## src/rtl/rvc_pkg.sv

```systemverilog
// Shared RV32IC fetch/decode types: halfword type, canonical NOP and RVC length test.
package rvc_pkg;

    typedef logic [15:0] hw_t;

    localparam logic [31:0] RVC_NOP = 32'h0000_0013;

    function automatic logic is_rvc(input hw_t hw);
        return hw[1:0] != 2'b11;
    endfunction

endpackage

```

## src/rtl/rvc_hw_ring.sv

```systemverilog
// Halfword ring for the realign buffer: multi-halfword push, two-entry read window.
module rvc_hw_ring
    import rvc_pkg::*;
#(
    parameter int FETCH_BYTES = 4,
    parameter int BUF_HW      = 4
) (
    input  logic                              clk,
    input  logic                              reset,
    input  logic                              flush,
    input  logic                              push,
    input  logic [$clog2(FETCH_BYTES)-2:0]    push_skip,
    input  logic [8*FETCH_BYTES-1:0]          push_data,
    input  logic                              pop,
    input  logic                              pop_two,
    output hw_t                               rd_h0,
    output hw_t                               rd_h1,
    output logic [$clog2(BUF_HW+1)-1:0]       count
);

    localparam int NHW = FETCH_BYTES / 2;
    localparam int PW  = $clog2(BUF_HW);
    localparam int CW  = $clog2(BUF_HW + 1);

    hw_t            mem_q [BUF_HW];
    hw_t            mem_d [BUF_HW];
    logic [PW-1:0]  rd_ptr_q, rd_ptr_d;
    logic [PW-1:0]  wr_ptr_q, wr_ptr_d;
    logic [CW-1:0]  count_q, count_d;
    logic [CW-1:0]  n_push, n_pop;

    always_comb begin
        n_push   = push ? CW'(NHW - int'(push_skip)) : '0;
        n_pop    = pop ? (pop_two ? CW'(2) : CW'(1)) : '0;
        mem_d    = mem_q;
        rd_ptr_d = rd_ptr_q + PW'(n_pop);
        wr_ptr_d = wr_ptr_q + PW'(n_push);
        count_d  = count_q + n_push - n_pop;
        // Halfwords below the entry offset belong to the previous stream.
        for (int i = 0; i < NHW; i++) begin
            if (push && i >= int'(push_skip)) begin
                mem_d[wr_ptr_q + PW'(i - int'(push_skip))] = push_data[16*i +: 16];
            end
        end
        if (flush) begin
            rd_ptr_d = '0;
            wr_ptr_d = '0;
            count_d  = '0;
        end
    end

    always_ff @(posedge clk) begin
        if (reset) begin
            rd_ptr_q <= '0;
            wr_ptr_q <= '0;
            count_q  <= '0;
        end else begin
            rd_ptr_q <= rd_ptr_d;
            wr_ptr_q <= wr_ptr_d;
            count_q  <= count_d;
        end
    end

    always_ff @(posedge clk) begin
        mem_q <= mem_d;
    end

    assign rd_h0 = mem_q[rd_ptr_q];
    assign rd_h1 = mem_q[rd_ptr_q + PW'(1)];
    assign count = count_q;

endmodule

```

## src/rtl/rvc_realign_buffer.sv

```systemverilog
// Fetch-to-decode realign buffer: issues one whole RVC or 32-bit instruction per handshake.
module rvc_realign_buffer
    import rvc_pkg::*;
#(
    parameter int FETCH_BYTES = 4,
    parameter int BUF_HW      = 4,
    parameter int XLEN        = 32
) (
    input  logic                      clk,
    input  logic                      reset,
    input  logic                      flush,
    input  logic                      fetch_valid,
    output logic                      fetch_ready,
    input  logic [XLEN-1:0]           fetch_pc,
    input  logic [8*FETCH_BYTES-1:0]  fetch_data,
    output logic                      out_valid,
    input  logic                      out_ready,
    output logic [31:0]               out_inst,
    output logic [XLEN-1:0]           out_pc,
    output logic                      out_is_rvc
);

    localparam int NHW = FETCH_BYTES / 2;
    localparam int CW  = $clog2(BUF_HW + 1);
    localparam int SW  = $clog2(FETCH_BYTES) - 1;

    logic [CW-1:0]    count;
    logic [CW-1:0]    count_after_pop;
    hw_t              h0, h1;
    logic             rvc, push, pop;
    logic [SW-1:0]    skip;
    logic [XLEN-1:0]  head_pc_q, head_pc_d;

    assign skip = fetch_pc[$clog2(FETCH_BYTES)-1:1];

    rvc_hw_ring #(
        .FETCH_BYTES (FETCH_BYTES),
        .BUF_HW      (BUF_HW)
    ) u_ring (
        .clk       (clk),
        .reset     (reset),
        .flush     (flush),
        .push      (push),
        .push_skip (skip),
        .push_data (fetch_data),
        .pop       (pop),
        .pop_two   (!rvc),
        .rd_h0     (h0),
        .rd_h1     (h1),
        .count     (count)
    );

    // Registered count only, so no combinational path from out_ready.
    assign fetch_ready = (count <= CW'(BUF_HW - NHW));
    assign rvc         = is_rvc(h0);
    assign out_valid   = rvc ? (count >= CW'(1)) : (count >= CW'(2));
    assign out_inst    = !out_valid ? RVC_NOP : (rvc ? {16'h0, h0} : {h1, h0});
    assign out_pc      = head_pc_q;
    assign out_is_rvc  = out_valid & rvc;
    assign push        = fetch_valid & fetch_ready & !flush;
    assign pop         = out_valid & out_ready & !flush;

    always_comb begin
        count_after_pop = count - (pop ? (rvc ? CW'(1) : CW'(2)) : CW'(0));
        head_pc_d       = head_pc_q;
        if (pop) begin
            head_pc_d = head_pc_q + (rvc ? XLEN'(2) : XLEN'(4));
        end
        if (push && count_after_pop == '0) begin
            head_pc_d = fetch_pc;
        end
    end

    always_ff @(posedge clk) begin
        if (reset) begin
            head_pc_q <= '0;
        end else begin
            head_pc_q <= head_pc_d;
        end
    end

endmodule
```

## config.mk

```make
export PLATFORM = sky130hd
export DESIGN_NAME = rvc_realign_buffer
export DESIGN_NICKNAME = d
export VERILOG_FILES = /design/src/rtl/rvc_pkg.sv /design/src/rtl/rvc_hw_ring.sv /design/src/rtl/rvc_realign_buffer.sv
export SDC_FILE = /design/constraint.sdc
export NUM_CORES = 1
export LEC_CHECK = 0
export ABC_CLOCK_PERIOD_IN_PS = 5600
export CAP_MARGIN = 0
export CORE_MARGIN = 1.5
export CORE_UTILIZATION = 55
export CTS_BUF_LIST = sky130_fd_sc_hd__clkbuf_4 sky130_fd_sc_hd__clkbuf_8 sky130_fd_sc_hd__clkbuf_16
export DETAILED_ROUTE_END_ITERATION = 7
export PLACE_DENSITY_LB_ADDON = 0.08
export SLEW_MARGIN = 20
export SYNTH_ARGS = -nofsm -noshare
export SYNTH_HDL_FRONTEND = slang
export SYNTH_SLANG_ARGS = --single-unit
```

## constraint.sdc

```tcl
create_clock -name clk -period 5.6 [get_ports clk]
set_input_delay 1.12 -clock clk [delete_from_list [all_inputs] [get_ports clk]]
set_output_delay 1.12 -clock clk [all_outputs]
set_load 0.005 [all_outputs]
```

==> metrics.yaml <==
clocking:
  cts-hold-fix-buffers: 0
  cts_tree: "built"
  htree_levels: 3
  cts_root_buffer: "clkbuf_8"
  worstSkewPairLatency_ns: 0.38
  cts_max_path_buffers: 2
  cts_buffers: 9
  path_clk_slew_ns: 0.10
  post_cts_buffers: 0
  postCtsResizedCells: 0
  cts.sinks: 103
global_routing:
  grt_pass1_wl_mm: 26.31
  grt_overflow: 0
  track_usage: 0.2940
  antenna_found_initial: 0
  grt_pass1_vias: 5253
  grt_max_degree: 33
cells_and_area:
  multi_input_area_sq_um: 3679
  ff_latch_area_sq_um: 2063
  layout.nets: 836
  diodes: 0
  drive_gt1_frac: 0.08816
  fill_cells: 821
  final_core_util: 0.7302
  area_growth_pct: 27.76
  design_area_sq_um: 7606
routing:
  wl_met1_mm: 6.585
  drt_iter0_drc: 199
  drcViolationCount: 0
  antenna_left: 0
  top_layer_used: "met4"
  vias_per_cell: 6.047
  routed_wl_mm: 16.28
  via_count: 5418
  wl_per_cell_um: 18.17
  wl_met3_mm: 1.225
  dr_wl_met2_mm: 8.181
  drtPass1Iterations: 5
worst_setup_path:
  worstPathRequired_ns: 5.92
  startpoint_type: "flop"
  path_class: "flop to flop"
  path_cells: "mux4_2 -> and2_1 -> a21oi_1 -> and2_1 -> ha_1 -> nand2_1 -> or4_1 -> nand2_1 -> or4_1 -> nand3_1"
  arrival_ns: 4.97
  end_kind: "flop"
  cp_max_fo: 24
  slowest_stage: "dfxtp_2"
  slowest_delay_ns: 0.74
timing:
  post-route-period-util: 0.8305
  tightest_slew_ns: 1.045
  setup_slack_ns: 0.9494
  slew_viol_final: 0
  min_period_ns: 4.651
  maxSlewHeadroom: 0.3018
  max_freq_mhz: 215.0
  clock_skew_ns: 0.01173
  rsz0062_at_grt: "false"
  setup_viol: 0
  tns_ns: 0
  final_hold_viol_count: 0
power_and_ir_drop:
  p_leak_nw: 3.202
  p_int_mw: 1.524
  seqPwrFrac: 0.486
  power_density_nw_per_um2: 286.1
  clkPwrFrac: 0.248
  switching_share: 0.2995
  switchingPower_mw: 0.6518
  irDropWorstVdd_mv: 0.1959
  p_comb_frac: 0.266
synth:
  synth.net_count: 726
  ys_warn_count: 0
  ys_async_sr_fraction: 0
  synth_seq_cells: 103
  syn_avg_cell_area_sq_um: 9.230
  postSynthCellCount: 645
  yosys_most_used_dff: "dfxtp_1"
  syn_area_sq_um: 5953
  synth_edf_count: 0
  synth_seq_area_share: 0.3464
  ys_types: 41
place:
  place.gp.congestion: 0.8741
  placed_area_sq_um: 7376
  portBuffers: 135
  place_ws_ns: 0.8175
  hpwl_mm: 11.40
floorplanning:
  rows: 37
  dieArea_sq_um: 11460
  initial_utilization: 0.5715
  num_io_pins: 136
  fp.coreArea_sq_um: 10420
  die_x_um: 107.0
  dieHeight_um: 107.0
job:
  cap_viol_max_count: 0
run_status:
  status: "finished, final reports clean"
worst_hold_path:
  hp-class: "flop to flop"
==> state kept, by name, indices dropped and copies added, names as in the netlist <==
register	cells
u_ring.mem_q	64
out_pc	32
u_ring.count	3
u_ring.rd_ptr_q	2
u_ring.wr_ptr_q	2
==> worst max-delay path, delay by kind of cell, from the launching register on <==
family	cells	cell delay, ns
flops	1	0.74
simple gates	7	2.68
compound gates	1	0.29
fa+ha+maj	1	0.25
mux	1	0.63
==> through the flow <==
| step | hold WS [ns] | total power, mW | instances |
|---|---|---|---|
| after floorplan | 0.4884 | 1.394 | 645 |
| after global placement | 0.4828 | 1.608 | 880 |
| after detailed placement | 0.4960 | 1.646 | 880 |
| after CTS | 0.5209 | 2.178 | 896 |
| after global routing | 0.5599 | 2.293 | 896 |
| final | 0.5155 | 2.176 | 896 |
==> layout make-up <==
type | instances | share of cell area
multi-input cells | 487 | 0.4836
flip-flops and latches | 103 | 0.2713
repair buffers | 146 | 0.1885
well taps | 136 | 0.02237
clock buffers | 10 | 0.01810
clock inverters | 6 | 0.01217
inverters | 8 | 0.003948
==> power by group through the flow <==
stage          clock network [mW]  logic, mW  registers [mW]
5_1_grt                     0.579      0.633            1.08
3_3_place_gp                    0      0.555            1.05
3_5_place_dp                    0      0.576            1.07
6_report                    0.539      0.579            1.06
2_1_floorplan                   0      0.372            1.02
4_1_cts                     0.547      0.579            1.05
==> cell usage in the layout, fill, tap and decap left out, drive strengths merged, types with 11 or more instances in the layout <==
master         count
nand2             66
nor2              42
and2              26
clkdlybuf4s50    135
buf               11
dfxtp            103
nand3             17
o21ai             61
mux2i             67
and3              19
a21oi             41
xnor2             19
mux4              32
==> routing by layer <==
layer,up-vias,GRT usage
met1,2586,0.3555
met2,223,0.5146
li1,2581,-
met3,28,0.05897
met5,-,0
met4,0,0.1086
==> kinds of logic (layout without fill, tap and decap cells) <==
group                    count (synthesis)  in the layout  share of synthesized area
AO/OA/AOI/OAI                          135            135                     0.1341
XOR/XNOR                                29             29                    0.04266
flip-flops                             103            103                     0.3464
AND/OR/NAND/NOR                        212            212                     0.1768
adder cells (fa/ha/maj)                 12             12                    0.02900
buffers and inverters                   55            170                    0.03741
multiplexers                            99             99                     0.2337
==> final timing paths <==
check / from / endpoint / slack (ns) / cells past startpoint
max: u_ring.rd_ptr_q[0] / out_pc[30] / 0.95 / 10
min: out_pc[0] / out_pc[0] / 0.52 / 2
max reg2reg: u_ring.rd_ptr_q[0] / out_pc[30] / 0.95 / 10
min reg2reg: out_pc[0] / out_pc[0] / 0.52 / 2
==> cell usage after synthesis (4+ instances only) <==
cell / n / area, sq um
dfxtp_1: 103 / 2062
mux2i_1: 67 / 670.6
nand2_1: 66 / 247.7
o21ai_0: 58 / 290.3
nor2_1: 42 / 157.7
a21oi_1: 41 / 205.2
clkbuf_1: 37 / 138.9
mux4_2: 32 / 720.7
and2_1: 25 / 156.4
and3_1: 19 / 118.9
xnor2_1: 19 / 166.4
nand3_1: 17 / 85.08
nand4_1: 10 / 62.56
xor2_1: 10 / 87.58
ha_1: 9 / 112.6
o2111ai_1: 9 / 78.83
inv_1: 8 / 30.03
and4_1: 7 / 61.31
or3_1: 7 / 43.79
buf_2: 6 / 30.03
nor3_1: 6 / 30.03
a21o_1: 4 / 30.03
a31oi_1: 4 / 25.02
o211ai_1: 4 / 30.03
or4_1: 4 / 30.03
No activity file was read; power rests on OpenSTA's default activity.
